**src/rtl/dpm_pkg.sv**
```systemverilog
// Shared constants and types for the dual-port-memory FIFO controller.
package dpm_pkg;
  localparam int DATA_W    = 32;
  localparam int ADDR_W    = 4;
  localparam int DEPTH     = 1 << ADDR_W;
  localparam int AF_THRESH = 14;

  // One extra bit so a completely full FIFO (DEPTH) is representable.
  typedef logic [ADDR_W:0]   level_t;
  typedef logic [ADDR_W-1:0] addr_t;
  typedef logic [DATA_W-1:0] data_t;
endpackage

```
**src/rtl/dpm_fifo_ctrl_if.sv**
```systemverilog
// Producer/consumer request bus, status flags and memory port drive of the FIFO controller.
interface dpm_fifo_ctrl_if;
  import dpm_pkg::*;

  logic   Push;
  data_t  Push_data;
  logic   Pop;
  logic   Flush;
  logic   Full;
  logic   Empty;
  logic   Almost_full;
  level_t Level;
  logic   Pop_valid;
  logic   Overflow;
  logic   Underflow;
  logic   Mem_wr_en;
  addr_t  Mem_wr_addr;
  data_t  Mem_data_in;
  logic   Mem_rd_en;
  addr_t  Mem_rd_addr;

  modport master (
    output Push, Push_data, Pop, Flush,
    input  Full, Empty, Almost_full, Level, Pop_valid, Overflow, Underflow,
    input  Mem_wr_en, Mem_wr_addr, Mem_data_in, Mem_rd_en, Mem_rd_addr
  );

  modport slave (
    input  Push, Push_data, Pop, Flush,
    output Full, Empty, Almost_full, Level, Pop_valid, Overflow, Underflow,
    output Mem_wr_en, Mem_wr_addr, Mem_data_in, Mem_rd_en, Mem_rd_addr
  );
endinterface

```
**src/rtl/dpm_ptr.sv**
```systemverilog
// Wrapping ADDR_W-bit address pointer; clr has priority over inc.
module dpm_ptr
  import dpm_pkg::*;
(
  input  logic  Clk,
  input  logic  Rst,
  input  logic  inc,
  input  logic  clr,
  output addr_t ptr
);
  always_ff @(posedge Clk or negedge Rst) begin
    if (!Rst) begin
      ptr <= '0;
    end else if (clr) begin
      ptr <= '0;
    end else if (inc) begin
      ptr <= ptr + addr_t'(1);
    end
  end
endmodule

```
**src/rtl/dpm_fifo_ctrl.sv**
```systemverilog
// Sequencer making a 16x32 dual-port memory behave as a synchronous FIFO.
// Memory port outputs are registered; the memory samples them on the following falling edge.
module dpm_fifo_ctrl
  import dpm_pkg::*;
(
  input  logic           Clk,
  input  logic           Rst,
  dpm_fifo_ctrl_if.slave bus
);
  localparam level_t LVL_FULL = level_t'(DEPTH);
  localparam level_t LVL_AF   = level_t'(AF_THRESH);

  level_t level_q;
  addr_t  wr_ptr;
  addr_t  rd_ptr;
  logic   full;
  logic   empty;
  logic   push_ok;
  logic   pop_ok;
  logic   ovf_q;
  logic   udf_q;
  logic   wr_en_q;
  logic   rd_en_q;
  addr_t  wr_addr_q;
  addr_t  rd_addr_q;
  data_t  data_q;

  assign full    = (level_q == LVL_FULL);
  assign empty   = (level_q == '0);
  assign push_ok = bus.Push & ~full & ~bus.Flush;
  assign pop_ok  = bus.Pop & ~empty & ~bus.Flush;

  dpm_ptr u_wr_ptr (
    .Clk (Clk),
    .Rst (Rst),
    .inc (push_ok),
    .clr (bus.Flush),
    .ptr (wr_ptr)
  );

  dpm_ptr u_rd_ptr (
    .Clk (Clk),
    .Rst (Rst),
    .inc (pop_ok),
    .clr (bus.Flush),
    .ptr (rd_ptr)
  );

  always_ff @(posedge Clk or negedge Rst) begin
    if (!Rst) begin
      level_q <= '0;
      ovf_q   <= 1'b0;
      udf_q   <= 1'b0;
    end else if (bus.Flush) begin
      level_q <= '0;
      ovf_q   <= 1'b0;
      udf_q   <= 1'b0;
    end else begin
      if (push_ok && !pop_ok) begin
        level_q <= level_q + level_t'(1);
      end else if (pop_ok && !push_ok) begin
        level_q <= level_q - level_t'(1);
      end
      if (bus.Push && full) ovf_q <= 1'b1;
      if (bus.Pop && empty) udf_q <= 1'b1;
    end
  end

  // Addresses and write data hold their last values between accepted requests.
  always_ff @(posedge Clk or negedge Rst) begin
    if (!Rst) begin
      wr_en_q   <= 1'b0;
      rd_en_q   <= 1'b0;
      wr_addr_q <= '0;
      rd_addr_q <= '0;
      data_q    <= '0;
    end else begin
      wr_en_q <= push_ok;
      rd_en_q <= pop_ok;
      if (push_ok) begin
        wr_addr_q <= wr_ptr;
        data_q    <= bus.Push_data;
      end
      if (pop_ok) begin
        rd_addr_q <= rd_ptr;
      end
    end
  end

  assign bus.Full        = full;
  assign bus.Empty       = empty;
  assign bus.Almost_full = (level_q >= LVL_AF);
  assign bus.Level       = level_q;
  assign bus.Overflow    = ovf_q;
  assign bus.Underflow   = udf_q;
  assign bus.Mem_wr_en   = wr_en_q;
  assign bus.Mem_wr_addr = wr_addr_q;
  assign bus.Mem_data_in = data_q;
  assign bus.Mem_rd_en   = rd_en_q;
  assign bus.Mem_rd_addr = rd_addr_q;
  // The popped word is on the memory output for exactly the cycle the read is issued.
  assign bus.Pop_valid   = rd_en_q;
endmodule
```
**src/flat_wrapper.sv**
```systemverilog
// flat-port wrapper written by rule: the top's interface ports become plain ports
module dpm_fifo_ctrl_flat import dpm_pkg::*;
  (Clk, Rst, bus_Push, bus_Push_data, bus_Pop, bus_Flush, bus_Full, bus_Empty, bus_Almost_full, bus_Level, bus_Pop_valid, bus_Overflow, bus_Underflow, bus_Mem_wr_en, bus_Mem_wr_addr, bus_Mem_data_in, bus_Mem_rd_en, bus_Mem_rd_addr);
  dpm_fifo_ctrl_if bus_i ();
  input  logic Clk;
  input  logic Rst;
  input wire logic [$bits(bus_i.Push)-1:0] bus_Push;
  input wire logic [$bits(bus_i.Push_data)-1:0] bus_Push_data;
  input wire logic [$bits(bus_i.Pop)-1:0] bus_Pop;
  input wire logic [$bits(bus_i.Flush)-1:0] bus_Flush;
  output wire logic [$bits(bus_i.Full)-1:0] bus_Full;
  output wire logic [$bits(bus_i.Empty)-1:0] bus_Empty;
  output wire logic [$bits(bus_i.Almost_full)-1:0] bus_Almost_full;
  output wire logic [$bits(bus_i.Level)-1:0] bus_Level;
  output wire logic [$bits(bus_i.Pop_valid)-1:0] bus_Pop_valid;
  output wire logic [$bits(bus_i.Overflow)-1:0] bus_Overflow;
  output wire logic [$bits(bus_i.Underflow)-1:0] bus_Underflow;
  output wire logic [$bits(bus_i.Mem_wr_en)-1:0] bus_Mem_wr_en;
  output wire logic [$bits(bus_i.Mem_wr_addr)-1:0] bus_Mem_wr_addr;
  output wire logic [$bits(bus_i.Mem_data_in)-1:0] bus_Mem_data_in;
  output wire logic [$bits(bus_i.Mem_rd_en)-1:0] bus_Mem_rd_en;
  output wire logic [$bits(bus_i.Mem_rd_addr)-1:0] bus_Mem_rd_addr;
  assign bus_i.Push = bus_Push;
  assign bus_i.Push_data = bus_Push_data;
  assign bus_i.Pop = bus_Pop;
  assign bus_i.Flush = bus_Flush;
  assign bus_Full = bus_i.Full;
  assign bus_Empty = bus_i.Empty;
  assign bus_Almost_full = bus_i.Almost_full;
  assign bus_Level = bus_i.Level;
  assign bus_Pop_valid = bus_i.Pop_valid;
  assign bus_Overflow = bus_i.Overflow;
  assign bus_Underflow = bus_i.Underflow;
  assign bus_Mem_wr_en = bus_i.Mem_wr_en;
  assign bus_Mem_wr_addr = bus_i.Mem_wr_addr;
  assign bus_Mem_data_in = bus_i.Mem_data_in;
  assign bus_Mem_rd_en = bus_i.Mem_rd_en;
  assign bus_Mem_rd_addr = bus_i.Mem_rd_addr;
  dpm_fifo_ctrl u_core (.Clk(Clk), .Rst(Rst), .bus(bus_i));
endmodule
```
**config.mk**
```make
export PLATFORM = sky130hd
export DESIGN_NAME = dpm_fifo_ctrl_flat
export DESIGN_NICKNAME = d
export VERILOG_FILES = /design/src/rtl/dpm_pkg.sv /design/src/rtl/dpm_fifo_ctrl_if.sv /design/src/rtl/dpm_ptr.sv /design/src/rtl/dpm_fifo_ctrl.sv /design/src/flat_wrapper.sv
export SDC_FILE = /design/constraint.sdc
export NUM_CORES = 1
export LEC_CHECK = 0
export ABC_AREA = 1
export CELL_PAD_IN_SITES_DETAIL_PLACEMENT = 0
export CELL_PAD_IN_SITES_GLOBAL_PLACEMENT = 1
export CORE_MARGIN = 2
export CORE_UTILIZATION = 30
export DETAILED_ROUTE_END_ITERATION = 7
export PLACE_DENSITY_LB_ADDON = 0.1
export SYNTH_ARGS = -nofsm -noshare
export SYNTH_HDL_FRONTEND = slang
export SYNTH_SLANG_ARGS = --single-unit
```
**constraint.sdc**
```tcl
create_clock -name Clk -period 2.55 [get_ports Clk]
set_input_delay 0.51 -clock Clk [delete_from_list [all_inputs] [get_ports Clk]]
set_output_delay 0.51 -clock Clk [all_outputs]
set_load 0.02 [all_outputs]
```
* Word-level counts from Yosys, hierarchy flattened *
Cells that the tools add are included.
Widths: inputs -> output; s select.

word-level totals
  flip-flop bits (word level) = 57
  bits of input ports = 37

cells by class
  $add $sub $neg = 4
  order comparisons = 1
  equality and inequality tests = 1
  multiplexer cells = 11
  bitwise gates (word level) = 7
  reduce and logical (&&, ||, !) cells = 12

operators by type and width
  operator             number
  $mux 4               4
  $mux 5               3
  $add 4x1->4 const B  2
  $reduce_bool 2->1    4
  $add 5x1->5 const B  1
  $eq 5x5->1 const B   1
  $ge 5x4->1 const B   1
  $logic_not 5->1      1
  $sub 5x1->5 const B  1
  $and 1x1->1          4
  $logic_and 1x1->1    4
  $mux 1               4
  $not 1->1            3
  $reduce_bool 3->1    1
  $logic_not 1->1      2

* Depth between registers and ports, before layout *
Gate-level depths: netlist of run 1.

  depth in word-level cells = 9
  depth in mapped cells = 14
  mapped depth without buffers = 14

* Hierarchy *
Synthesis of run 1 repeated with hierarchy kept, for this count alone.

second synthesis, totals
  cell total of the unflattened synthesis = 287
  area total of the unflattened synthesis = 2,549.9 µm²

by module, submodules not included
  module         instances  cells an instance  area each (µm²)  sequential area each (µm²)
  dpm_fifo_ctrl  1          239                2,147.1          1,226.2
  dpm_ptr        2          24                 201.4            100.1

* Least setup slack after synthesis of run 1 *
Ideal clock, no wire load.

  kind = register -> register
  from = reg u_core.level_q[0], in the netlist u_core.bus.Level[0]
  to = reg u_core.level_q[4], in the netlist u_core.bus.Level[4]
  library setup time = 0.117 ns
  arrival = 1.957 ns
  data required time = 2.433 ns
  slack = 0.476 ns
  cell stages (with the launch flop) = 15
  buffers on the path = 0
  period minus slack after synthesis = 2.074 ns
  cell sequence = dfrtp_1 nor2_2 nand3_2 nand2_4 nor2_4 nand2_2 fa_1 nand3_1 nand2_1 nand2_1 nand2_1 inv_1 nand2_1 nand2_1 nand2_1

on the way
  cells in the longest elaborated chain, start to end = 8
  elaborated cells between the ends (all ways) = 18
  those cells by class = add/sub (2); eq/ne (1); mux (3); bitwise (6); reduce/logical (6)

RTL lines
  element                                              line                 source
  from (decl)                                          dpm_fifo_ctrl.sv:13  level_t level_q;
  from (signal assigned)                               dpm_fifo_ctrl.sv:60  level_q <= level_q + level_t'(1);
  from (signal assigned)                               dpm_fifo_ctrl.sv:62  level_q <= level_q - level_t'(1);
  branches (longest 8 deep; another with $sub 5x1->5)  --

Parallel ways; which one is timed is not known. The select of a mux whose other input is x is not followed.
A chain may end at the register's enable or synchronous reset.

* Worst setup path after layout of run 1 *
  from = reg u_core.level_q[0], in the netlist u_core.bus.Level[0]
  to = out bus_Full

on the way
  cells in the longest elaborated chain, start to end = 1

RTL lines
  element     line                 source
  $eq 5x5->1  dpm_fifo_ctrl.sv:28  assign full = (level_q == LVL_FULL);
  to (decl)   flat_wrapper.sv:11   output wire logic [$bits(bus_i.Full)-1:0] bus_Full;

No other way between the ends.

==> summary.md, run 1 <==
| Metric | Value |
|---|---|
| Cell breakdown of the critical path | `nor2_2 -> nand3_2 -> inv_1 -> clkdlybuf4s50_1` |
| Antenna violations before repair | `0` |
| Count of buffers from port buffering | `89` |
| FFs w/ async S/R, synth | `100%` |
| Required time at the endpoint of the critical path | `2040 ps` |
| Total track usage | `13.3%` |
| Reg clk slew, reported paths | `70 ps` |
| Clock tree from TritonCTS | `built` |
| Worst ir drop on vdd | `0.000423 V` |
| Headroom to the max-slew limit | `50.8%` |
| Antenna Cells | `0` |
| End-of-flow core utilization | `43.8%` |
| Fmax | `425 MHz` |
| Post-route DRC | `0` |
| Sequential area share after synthesis | `54.4%` |
| Share of the clock period used by the worst path after layout | `92.2%` |
| Post-Syn Instances | `278` |
| Min Tclk post-route | `2350 ps` |
| Warning count from the yosys run | `0` |
| Routability Congestion | `0.822` |
| Final count of hold timing violations | `0` |
| Gate family responsible for the most delay along the worst path | `buffers and inverters` |
| Sink Count | `57` |
| Cell accounting for the most synthesized area | `dfrtp_1` |
| Layout Skew | `13.5 ps` |
| Measured slew at the worst slew-check pin | `739 ps` |
| Std-Cell Rows | `34` |
| Reported max-cap violation count | `0` |
| Maximum level of the CTS H-tree | `3` |
| 1st-pass router iterations | `4` |
| Setup crit end kind | `primary output` |
| CTS buffer count | `9` |
| Flip-flop and latch count after synthesis | `57` |
| Arrival time of data at the critical path endpoint | `1840 ps` |
| Die Area | `9510 sq um` |
| Final TNS setup | `0 ps` |
| Top-count cell post-synth | `nand2_1` |
| Synth cell count leaders | `nand2_1 (101), dfrtp_1 (57), nand2_2 (35)` |
| Total setup violations reported at the end of the flow | `0` |
| Cell leakage power | `1.80 nW` |
| Critical-path cell with the highest stage delay | `clkdlybuf4s50_1` |
| Final Routed Wirelength | `6.09 mm` |
| Distinct cells, synth | `24` |
| Synth top area share | `54.4%` |
| Buffer cell driving the clock tree root | `clkbuf_8` |
| Post-Synthesis Mean Instance Area | `9.44 sq um` |
| Main synth FF type | `dfrtp_1` |
| Hold crit path type | `in2async` |
| Post-CTS resize count | `0` |
| Core area | `8590 sq um` |
| Nets in the synthesized netlist | `322` |
| Synth area leaders | `dfrtp_1 (54%), nand2_1 (14%), nand2_2 (8.3%), ha_1 (2.9%), nand3_1 (2.7%)` |
| FF-to-FF path depth | `14` |
| Starting density of the core | `30.5%` |
| Pwr dens | `1010 nW/um^2` |
| Count of flip-flops with a built-in enable after synthesis | `0` |
| Maximum number of pins on one net before global-route repair | `58` |
| Total buffers and inverters traversed by the critical path | `2` |
| Buffer depth of the longest clock path | `2` |
| DRC marker count from the first detailed-route iteration | `86` |
| Ratio of cells with drive above 1 in the final layout | `18.1%` |
| Outcome | `completed` |
| Fin. max-slew vios | `0` |
| Synth Cell Area | `2620 sq um` |
| Crit-path max cell delay | `600 ps` |
| Met2 Use GR | `19.8%` |
| CP startpoint kind | `register` |
| Wire length per cell after detailed routing | `12.5 um` |
| Overflow left after global routing | `0` |
| Setup Buffers After CTS | `0` |
| Die Wd | `97.5 um` |
| Later-pin clock latency in the skew report | `330 ps` |
| HPWL after DPL | `4.13 mm` |
| Number of gates on the worst path with buffers counted | `4` |
| Number of nets with antenna violations after detailed routing | `0` |
| Total via count in the routed design | `2,062` |
| Crit Path Category | `reg2out` |
| Vias per Instance | `4.22` |
| Cts-stage hold buffer count | `0` |
| RSZ-0062 raised after global routing | `no` |
| Global routing met3 resource utilization | `5.11%` |
| Via count of the first global-routing pass | `1,981` |
| Number of nets in the final layout | `421` |
| Filler Cell Count | `901` |
| Most utilized layer in the global route result | `met2` |
| Die extent in y | `97.5 um` |
| Wire length of the first global-routing pass | `10.1 mm` |
| Largest fanout on the critical path | `6` |
| Met1 capacity usage during global routing | `17.9%` |
| Boundary Pins | `90` |
| Relative area change from synthesis to final layout | `43.5%` |
## cell families (layout without fill, tap and decap cells)
logic type / count (synthesis) / in the layout / synth area share [%]
and+or+nand+nor: 169 / 169 / 30.4
DFF: 57 / 57 / 54.4
AOI/OAI and AO/OA: 20 / 20 / 4.20
adders and majority gates: 7 / 7 / 3.62
buffers and inverters: 23 / 126 / 6.72
xor gates and xnor gates: 2 / 2 / 0.668
## path summary, 6_finish.rpt
check / startpoint / endpoint / slack [ps]
worst max-delay path: u_core.bus.Level[0] / bus_Full / 200
worst min-delay path: Rst / u_core.bus.Mem_data_in[2] / 330
worst max register to register: u_core.bus.Level[0] / u_core.bus.Level[4] / 470
worst min register to register: u_core.bus.Mem_rd_addr[2] / u_core.bus.Mem_rd_addr[2] / 480
max in group asynchronous: Rst / u_core.u_wr_ptr.ptr[3] / 1730
min in group Clk: u_core.bus.Mem_rd_addr[2] / u_core.bus.Mem_rd_addr[2] / 480
## stage by stage
stage | area [sq um] | setup WS (ps) | hold WS, ps | std cells | total power, mW
after detailed placement | 3580 | 116 | 466 | 474 | 3.05
after global routing | 3770 | 100 | 387 | 489 | 4.06
after CTS | 3770 | 165 | 352 | 489 | 3.87
after floorplan | 2620 | 476 | 214 | 278 | 2.32
after global placement | 3580 | 136 | 462 | 474 | 3.06
final | 3770 | 198 | 329 | 489 | 3.80
## metal layers
| metal | wire length (um) | part of all wire [%] | up-vias |
|---|---|---|---|
| met2 | 2750 | 45 | 52 |
| li1 | - | - | 1067 |
| met1 | 3020 | 50 | 941 |
| met3 | 285 | 4.7 | 2 |
| met4 | 35 | 0.57 | 0 |
| met5 | 0 | 0 | - |
## report_power, final
group	switching, mW	total (mW)	internal (mW)
clock	0.354	0.780	0.426
combinational	0.902	1.67	0.769
sequential	0.184	1.34	1.16
total	1.44	3.80	2.36
## area by class of cell
type | count | area, sq um | share of cell area (%)
multi-input cells | 198 | 1020 | 27.1
inverters | 13 | 48.8 | 1.30
repair buffers | 98 | 953 | 25.3
clock inverters | 2 | 12.5 | 0.332
well taps | 108 | 135 | 3.59
flip-flops and latches | 57 | 1430 | 37.9
clock buffers | 13 | 169 | 4.49
## state kept, by name (all words and copies together), names as in the netlist
signal / cells
u_core.bus.Mem_wr_addr: 4
u_core.bus.Level: 5
u_core.bus.Underflow: 1
u_core.u_wr_ptr.ptr: 4
u_core.bus.Mem_rd_addr: 4
u_core.bus.Overflow: 1
u_core.bus.Mem_data_in: 32
u_core.u_rd_ptr.ptr: 4
u_core.bus.Mem_rd_en: 1
u_core.bus.Mem_wr_en: 1
## worst reg2reg max path: stages (launching register included)
cell	delay [ps]
dfrtp_1	470
nor2_2	190
nand3_2	150
nand2_4	130
nor2_4	40
nand2_2	130
ha_1	290
a21oi_1	190
nand2_1	70
nand2_1	70
nand2_1	50
inv_1	40
nand2_1	40
nand2_1	70
nand2_1	40
## layout by cell type, fill, tap and decap left out, types with 2 or more instances in the layout
| master | n |
|---|---|
| ha_1 | 6 |
| nor2_2 | 2 |
| o31ai_1 | 2 |
| nand2_2 | 35 |
| inv_1 | 12 |
| nand3_1 | 14 |
| xnor2_1 | 2 |
| dfrtp_1 | 57 |
| o21ai_0 | 11 |
| clkbuf_8 | 12 |
| nand2_1 | 101 |
| o21a_1 | 2 |
| nand3_2 | 4 |
| nor2_1 | 7 |
| a21oi_1 | 5 |
| buf_4 | 9 |
| clkdlybuf4s50_1 | 88 |
| nand2_4 | 2 |
| nor3_1 | 2 |
No activity file was read; power rests on OpenSTA's default activity.
==> inputs of run 2 (changes only) <==
--- a/config.mk
+++ b/config.mk
@@ -5,13 +5,14 @@
 export SDC_FILE = /design/constraint.sdc
 export NUM_CORES = 1
 export LEC_CHECK = 0
-export ABC_AREA = 1
 export CELL_PAD_IN_SITES_DETAIL_PLACEMENT = 0
 export CELL_PAD_IN_SITES_GLOBAL_PLACEMENT = 1
 export CORE_MARGIN = 2
 export CORE_UTILIZATION = 30
+export CTS_CLUSTER_SIZE = 10
 export DETAILED_ROUTE_END_ITERATION = 7
 export PLACE_DENSITY_LB_ADDON = 0.1
+export SETUP_SLACK_MARGIN = 0.2
 export SYNTH_ARGS = -nofsm -noshare
 export SYNTH_HDL_FRONTEND = slang
 export SYNTH_SLANG_ARGS = --single-unit
==> summary.md, run 2 <==
| Metric | Value |
|---|---|
| Min Tclk post-route | `2490 ps (+139 ps)` |
| Measured slew at the worst slew-check pin | `483 ps (-256 ps)` |
| Boundary Pins | `90 (unchanged)` |
| Commonest non-fill, non-tap cell in the layout | `clkdlybuf4s50_1` |
| Distinct cells, synth | `33 (+38%)` |
| Starting density of the core | `30.5% (-0.075 points)` |
| Cell leakage power | `1.66 nW (-7.9%)` |
| Cell accounting for the most synthesized area | `dfrtp_1` |
| End-of-flow core utilization | `48.0% (+4.2 points)` |
| Later-pin clock latency in the skew report | `330 ps (about the same)` |
| Worst r2r src | `u_core.bus.Level[0]` |
| Fin. max-slew vios | `0 (unchanged)` |
| Overflow left after global routing | `0 (unchanged)` |
| Routability Congestion | `0.761 (-7.4%)` |
| Storage element area | `1430 sq um (+0.26%)` |
| Synth Cell Area | `2460 sq um (-6.1%)` |
| Post-route DRC | `0 (unchanged)` |
| Layout Skew | `7.78 ps (-5.69 ps)` |
| Crit Path Category | `reg2reg` |
| Area used by multi-input combinational logic | `1030 sq um (+1.2%)` |
| Reg clk slew, reported paths | `70 ps (about the same)` |
| Flip-flop and latch count after synthesis | `57 (unchanged)` |
| Setup slack of the most critical reg-to-reg path | `60 ps (-410 ps)` |
| Top-count cell post-synth | `dfrtp_1` |
| Buffer depth of the longest clock path | `2 (unchanged)` |
| 1st-pass router iterations | `4 (unchanged)` |
| Via count of the first global-routing pass | `1,903 (-3.9%)` |
| Ratio of cells with drive above 1 in the final layout | `30.5% (+12 points)` |
| Main synth FF type | `dfrtp_1` |
| Setup Buffers After CTS | `0 (unchanged)` |
| Synth cell count leaders | `dfrtp_1 (57), mux2_2 (40), nor2_1 (15)` |
| Wire length of the first global-routing pass | `9.33 mm (-7.2%)` |
| Vias per Instance | `4.59 (+9.0%)` |
| Buffer cell driving the clock tree root | `clkbuf_8` |
| Maximum level of the CTS H-tree | `3 (unchanged)` |
| Total via count in the routed design | `1,870 (-9.3%)` |
| Antenna Cells | `0 (unchanged)` |
| Wire length per cell after detailed routing | `14.4 um (+15%)` |
| Post-Synthesis Mean Instance Area | `13.1 sq um (+39%)` |
| Total power after layout | `4.32 mW (+14%)` |
| Largest fanout on the critical path | `5 (-1)` |
| Pwr dens | `1110 nW/um^2 (+10%)` |
| Worst ir drop on vdd | `0.000491 V (+16%)` |
| Nets in the synthesized netlist | `232 (-28%)` |
| Reported max-cap violation count | `0 (unchanged)` |
| Fmax | `401 MHz (-5.6%)` |
| Share of the clock period used by the worst path after layout | `97.7% (+5.4 points)` |
| Relative area change from synthesis to final layout | `57.7%` |
| Filler Cell Count | `792 (-12%)` |
| CTS buffer count | `9 (unchanged)` |
| Required time at the endpoint of the critical path | `2810 ps (+770 ps)` |
| Die Wd | `94.6 um (-2.9%)` |
| Std-Cell Rows | `33 (-2.9%)` |
| Maximum number of pins on one net before global-route repair | `40 (-31%)` |
| Final count of hold timing violations | `0 (unchanged)` |
| Critical register-to-register path endpoint | `u_core.bus.Level[3]` |
| HPWL after DPL | `4.16 mm (+0.82%)` |
| DRC marker count from the first detailed-route iteration | `33 (-62%)` |
| Total track usage | `13.8% (+0.55 points)` |
| Die extent in y | `94.6 um (-2.9%)` |
| Total setup violations reported at the end of the flow | `0 (unchanged)` |
| Number of nets with antenna violations after detailed routing | `0 (unchanged)` |
| Final Routed Wirelength | `5.85 mm (-4.0%)` |
| Sequential area share after synthesis | `57.9% (+3.5 points)` |
| Synth top area share | `57.9% (+3.5 points)` |
| Number of flip-flops under the largest register name | `32 (unchanged)` |
| Count of flip-flops with a built-in enable after synthesis | `0 (unchanged)` |
| Core area | `8090 sq um (-5.8%)` |
| Arrival time of data at the critical path endpoint | `2750 ps (+910 ps)` |
| Warning count from the yosys run | `0 (unchanged)` |
| Headroom to the max-slew limit | `67.8% (+17 points)` |
| Synth area leaders | `dfrtp_1 (58%), mux2_2 (18%), ha_1 (3.0%), nor2_1 (2.3%), a21oi_1 (2.2%)` |
| Die Area | `8960 sq um (-5.8%)` |
| Sink Count | `57 (unchanged)` |
| Setup crit end kind | `register` |
| Antenna violations before repair | `0 (unchanged)` |
| RSZ-0062 raised after global routing | `yes` |
| Most used cells in the layout excluding fill and tap cells | `clkdlybuf4s50_1 (86), dfrtp_1 (54), mux2_2 (40)` |
| CP startpoint kind | `register` |
| Clock tree from TritonCTS | `built` |
| Number of nets in the final layout | `341 (-19%)` |
| Outcome | `completed` |
| Hold crit path type | `in2async` |
| Count of buffers from port buffering | `89 (unchanged)` |
| Post-Syn Instances | `188 (-32%)` |
| FFs w/ async S/R, synth | `100% (unchanged)` |
| FF-to-FF path depth | `8 (-6)` |
run 2: cell types whose count changed in the layout (fill, tap and decap cells not counted), moves of 3 or more:
cell     previous run  this run
nand3_1            14         7
mux2_2              0        40
nand3_2             4         0
nand2_1           101         2
dfrtp_2             0         3
mux2i_1             0         3
o21ai_0            11         3
nand2_2            35         0
inv_1              12         4
nor2_1              7        13
a21oi_1             5         9
xor2_1              0         3
dfrtp_1            57        54
buf_4               9        17
run 2: timing repair:
item | in CTS | in global routing
cloned | 0 | 0
hold buffers | 0 | 0
pin swaps | 1 | 0
gates resized for setup | 8 | 1
setup endpoints to repair | 5 | 5
run 2: critical path, cell delays in order (launching register included):
cell     delay [ps]
dfrtp_2         400
or4_4           550
o21ai_2         280
nand2_8         100
ha_4            260
a21oi_2         140
a21oi_1          70
or4b_1          480
a21oi_2         130
run 2: power breakdown:
group / leakage (nW) / switching, mW / total [mW] / internal, mW
logic: 0.831 / 0.973 / 2.01 / 1.04
registers: 0.707 / 0.136 / 1.30 / 1.17
clock network: 0.123 / 0.369 / 0.999 / 0.630
total: 1.66 / 1.48 / 4.32 / 2.84
run 2: cell families after synthesis:
family	share of synthesized area (%)
and+or+nand+nor	6.35
AOI/OAI and AO/OA	6.50
buffers and inverters	2.84
muxes	20.1
adders and majority gates	3.86
xor gates and xnor gates	2.49
DFF	57.9
run 2: metal layers:
layer | share of wire, % | global-route usage (%) | vias up
met5 | 0 | 0 | -
met4 | 1.6 | 7.61 | 0
met3 | 6.2 | 3.43 | 8
met2 | 46 | 20.7 | 58
met1 | 47 | 18.2 | 919
li1 | - | - | 885
run 2: area by class of cell:
cell class	count	area share [%]
Multi-Input combinational cell	117	26.6
Inverter	4	0.386
Sequential cell	57	36.8
Tap cell	105	3.38
Clock buffer	12	4.25
Clock inverter	4	1.90
Timing Repair Buffer	108	26.7
run 2: stage by stage:
step,hold slack (ps),cells,cell area (sq um),setup TNS (ps),worst slack (ps)
after global routing,142,407,3890,-65.0,-37.4
after global placement,482,391,3640,-52.9,-52.9
after CTS,113,407,3880,0,36.0
final,115,407,3890,0,59.1
after detailed placement,482,391,3640,-84.8,-84.8
after floorplan,214,188,2530,-203,-177
run 2: worst max-delay path by stage:
stage / startpoint / end
6_report: u_core.bus.Level[0] / u_core.bus.Level[3]
2_1_floorplan: u_core.bus.Level[0] / u_core.bus.Level[3]
3_3_place_gp: bus_Push / u_core.bus.Level[3]
4_1_cts: u_core.bus.Level[0] / u_core.bus.Level[3]
3_5_place_dp: bus_Push / u_core.bus.Level[3]
5_1_grt: u_core.bus.Level[0] / u_core.bus.Level[3]
==> inputs of run 3 (changes only) <==
--- a/config.mk
+++ b/config.mk
@@ -7,7 +7,6 @@
 export LEC_CHECK = 0
 export CELL_PAD_IN_SITES_DETAIL_PLACEMENT = 0
 export CELL_PAD_IN_SITES_GLOBAL_PLACEMENT = 1
-export CORE_MARGIN = 2
 export CORE_UTILIZATION = 30
 export CTS_CLUSTER_SIZE = 10
 export DETAILED_ROUTE_END_ITERATION = 7
==> summary.md, run 3 (synthesis gave the netlist of run 2 again) <==
| Metric | Value |
|---|---|
| HPWL after DPL | `4.01 mm (-3.8%)` |
| Antenna violations before repair | `0 (unchanged)` |
| Setup crit end kind | `register` |
| Final Routed Wirelength | `5.68 mm (-3.0%)` |
| CTS buffer count | `9 (unchanged)` |
| Clock tree from TritonCTS | `built` |
| DRC marker count from the first detailed-route iteration | `70 (+110%)` |
| Count of buffers from port buffering | `89 (unchanged)` |
| Die Wd | `92.6 um (-2.1%)` |
| Internal | `2.72 mW (-4.0%)` |
| Filler Cell Count | `731 (-7.7%)` |
| Crit Path Category | `reg2reg` |
| Most used cells in the layout excluding fill and tap cells | `clkdlybuf4s50_1 (86), dfrtp_1 (54), mux2_2 (40)` |
| Die Area | `8580 sq um (-4.2%)` |
| Commonest non-fill, non-tap cell in the layout | `clkdlybuf4s50_1` |
| Setup slack of the most critical reg-to-reg path | `80 ps (+30 ps)` |
| Total via count in the routed design | `1,844 (-1.4%)` |
| Storage element area | `1430 sq um (unchanged)` |
| Std-Cell Rows | `32 (-3.0%)` |
| End-of-flow core utilization | `49.5% (+1.4 points)` |
| Fraction of power consumed by the clock network | `20.4% (-2.8 points)` |
| Number of nets in the final layout | `338 (-0.88%)` |
| Measured slew at the worst slew-check pin | `490 ps (+7.13 ps)` |
| Later-pin clock latency in the skew report | `330 ps (about the same)` |
| Routability Congestion | `0.711 (-6.7%)` |
| Maximum number of pins on one net before global-route repair | `43 (+7.5%)` |
| RSZ-0062 raised after global routing | `yes` |
| Arrival time of data at the critical path endpoint | `2720 ps (-30 ps)` |
| Share of the clock period used by the worst path after layout | `96.7% (-0.98 points)` |
| Number of gates on the worst path with buffers counted | `8 (unchanged)` |
| Outcome | `completed` |
| Min Tclk post-route | `2470 ps (-25.1 ps)` |
| Via count of the first global-routing pass | `1,863 (-2.1%)` |
| Total buffers and inverters traversed by the critical path | `0 (unchanged)` |
| Cell breakdown of the critical path | `or4_4 -> o21ai_4 -> nand2_8 -> ha_4 -> a21oi_4 -> a21oi_2 -> or4b_1 -> a21oi_1` |
| Buffer depth of the longest clock path | `2 (unchanged)` |
| FF-to-FF path depth | `8 (unchanged)` |
| Min Hold Slack | `100 ps (-14.6 ps)` |
| Required time at the endpoint of the critical path | `2800 ps (about the same)` |
| Boundary Pins | `90 (unchanged)` |
| Worst ir drop on vdd | `0.000487 V (-0.81%)` |
| Antenna Cells | `0 (unchanged)` |
| Net switching power figure | `1.49 mW (+1.2%)` |
| Final design instance area without fill | `3880 sq um (-0.16%)` |
| 1st-pass router iterations | `4 (unchanged)` |
| Vias per Instance | `4.60 (about the same)` |
| Crit-path max cell delay | `590 ps (+40 ps)` |
| Worst r2r src | `u_core.bus.Level[2]` |
| Pwr dens | `1090 nW/um^2 (-2.1%)` |
| Number of flip-flops under the largest register name | `32 (unchanged)` |
| Largest fanout on the critical path | `5 (unchanged)` |
| Overflow left after global routing | `0 (unchanged)` |
| Buffer cell driving the clock tree root | `clkbuf_8` |
| Reported max-cap violation count | `0 (unchanged)` |
| Setup Buffers After CTS | `0 (unchanged)` |
| Starting density of the core | `31.4% (+0.95 points)` |
| Portion of total power attributed to sequential cells | `30.9% (+0.7 points)` |
| Wire length per cell after detailed routing | `14.2 um (-1.5%)` |
| Headroom to the max-slew limit | `67.3% (-0.48 points)` |
| Reg clk slew, reported paths | `70 ps (about the same)` |
| Final count of hold timing violations | `0 (unchanged)` |
| Number of nets with antenna violations after detailed routing | `0 (unchanged)` |
| Proportion of total power due to net switching | `35.4% (+1.2 points)` |
| First element of the critical path | `u_core.bus.Level[2]` |
| Maximum level of the CTS H-tree | `3 (unchanged)` |
| Core area | `7850 sq um (-3.0%)` |
| Cell leakage power | `1.63 nW (-1.8%)` |
| Total setup violations reported at the end of the flow | `0 (unchanged)` |
| Total track usage | `13.9% (+0.058 points)` |
| Gate family responsible for the most delay along the worst path | `simple AND/OR/NAND/NOR gates` |
| Proportion of power drawn by combinational gates | `48.7% (+2.1 points)` |
| Relative area change from synthesis to final layout | `57.5%` |
| Post-route DRC | `0 (unchanged)` |
| Hold crit path type | `in2async` |
| Area used by multi-input combinational logic | `1090 sq um (+5.6%)` |
| Fin. max-slew vios | `0 (unchanged)` |
| Fmax | `406 MHz (+1.0%)` |
| Die extent in y | `92.6 um (-2.1%)` |
| Sink Count | `57 (unchanged)` |
| Capturing instance or port of the critical path | `u_core.bus.Level[3]` |
| Critical register-to-register path endpoint | `u_core.bus.Level[3]` |
| Wire length of the first global-routing pass | `9.10 mm (-2.4%)` |
| Cts-stage hold buffer count | `0 (unchanged)` |
| Layout Skew | `7.23 ps (-0.559 ps)` |
| CP startpoint kind | `register` |
| Ratio of cells with drive above 1 in the final layout | `32.1% (+1.6 points)` |
| Cell area after placement | `3610 sq um (-0.72%)` |
| Critical-path cell with the highest stage delay | `or4_4` |
[run 3: cell count changes in the layout (fill, tap and decap cells not counted), sizes merged]
cell,delta
buf,-2
bufinv,-1
clkinvlp,+1
dlygate4sd2,-1
[run 3: metrics by stage]
stage / std cells / setup WS [ps] / setup TNS (ps) / total power, mW
final: 401 / 84.2 / 0 / 4.22
after global placement: 385 / -30.8 / -30.8 / 3.26
after floorplan: 188 / -177 / -203 / 2.40
after detailed placement: 385 / -54.9 / -95.9 / 3.28
after CTS: 401 / 98.9 / 0 / 4.19
after global routing: 401 / -29.0 / -48.3 / 4.50
[run 3: power groups by stage]
stage	combinational, mW	clock, mW	sequential [mW]
4_1_cts	1.98	0.899	1.31
6_report	2.05	0.861	1.30
3_3_place_gp	1.95	0	1.31
3_5_place_dp	1.96	0	1.32
2_1_floorplan	0.755	0	1.65
5_1_grt	2.22	0.934	1.35
[run 3: how the worst min path moves through the flow]
stage	startpoint	end	slack [ps]	cells past startpoint
3_3_place_gp	Rst	u_core.bus.Mem_data_in[14]	470	1
6_report	Rst	u_core.bus.Mem_data_in[14]	100	1
4_1_cts	Rst	u_core.bus.Mem_data_in[14]	100	1
3_5_place_dp	Rst	u_core.bus.Mem_data_in[14]	470	1
2_1_floorplan	Rst	u_core.bus.Level[0]	210	0
5_1_grt	Rst	u_core.bus.Mem_data_in[14]	110	1
[run 3: layout make-up]
| type | count | area share (%) |
|---|---|---|
| multi-input cells | 117 | 28.1 |
| clock buffers | 12 | 4.00 |
| well taps | 102 | 3.29 |
| flip-flops and latches | 57 | 36.8 |
| repair buffers | 105 | 26.0 |
| clock inverters | 4 | 1.32 |
| inverters | 4 | 0.387 |
[run 3: per-layer routing]
layer	global-route usage, %	wire length [um]
met3	4.52	375
met5	0	0
met2	22.1	2620
met4	5.38	50
met1	17.4	2630
[run 3: worst register-to-register path: stages, from the launching register on]
cell and delay [ps]:
dfrtp_2 400, or4_4 590, o21ai_4 250, nand2_8 100, ha_4 250, a21oi_4 130
a21oi_2 60, or4b_1 460, a21oi_1 150
[run 3: what timing repair did]
action                                  CTS  global route
endpoints found under the setup margin    5             5
resized for setup                        10            12
pin swaps                                 0             5
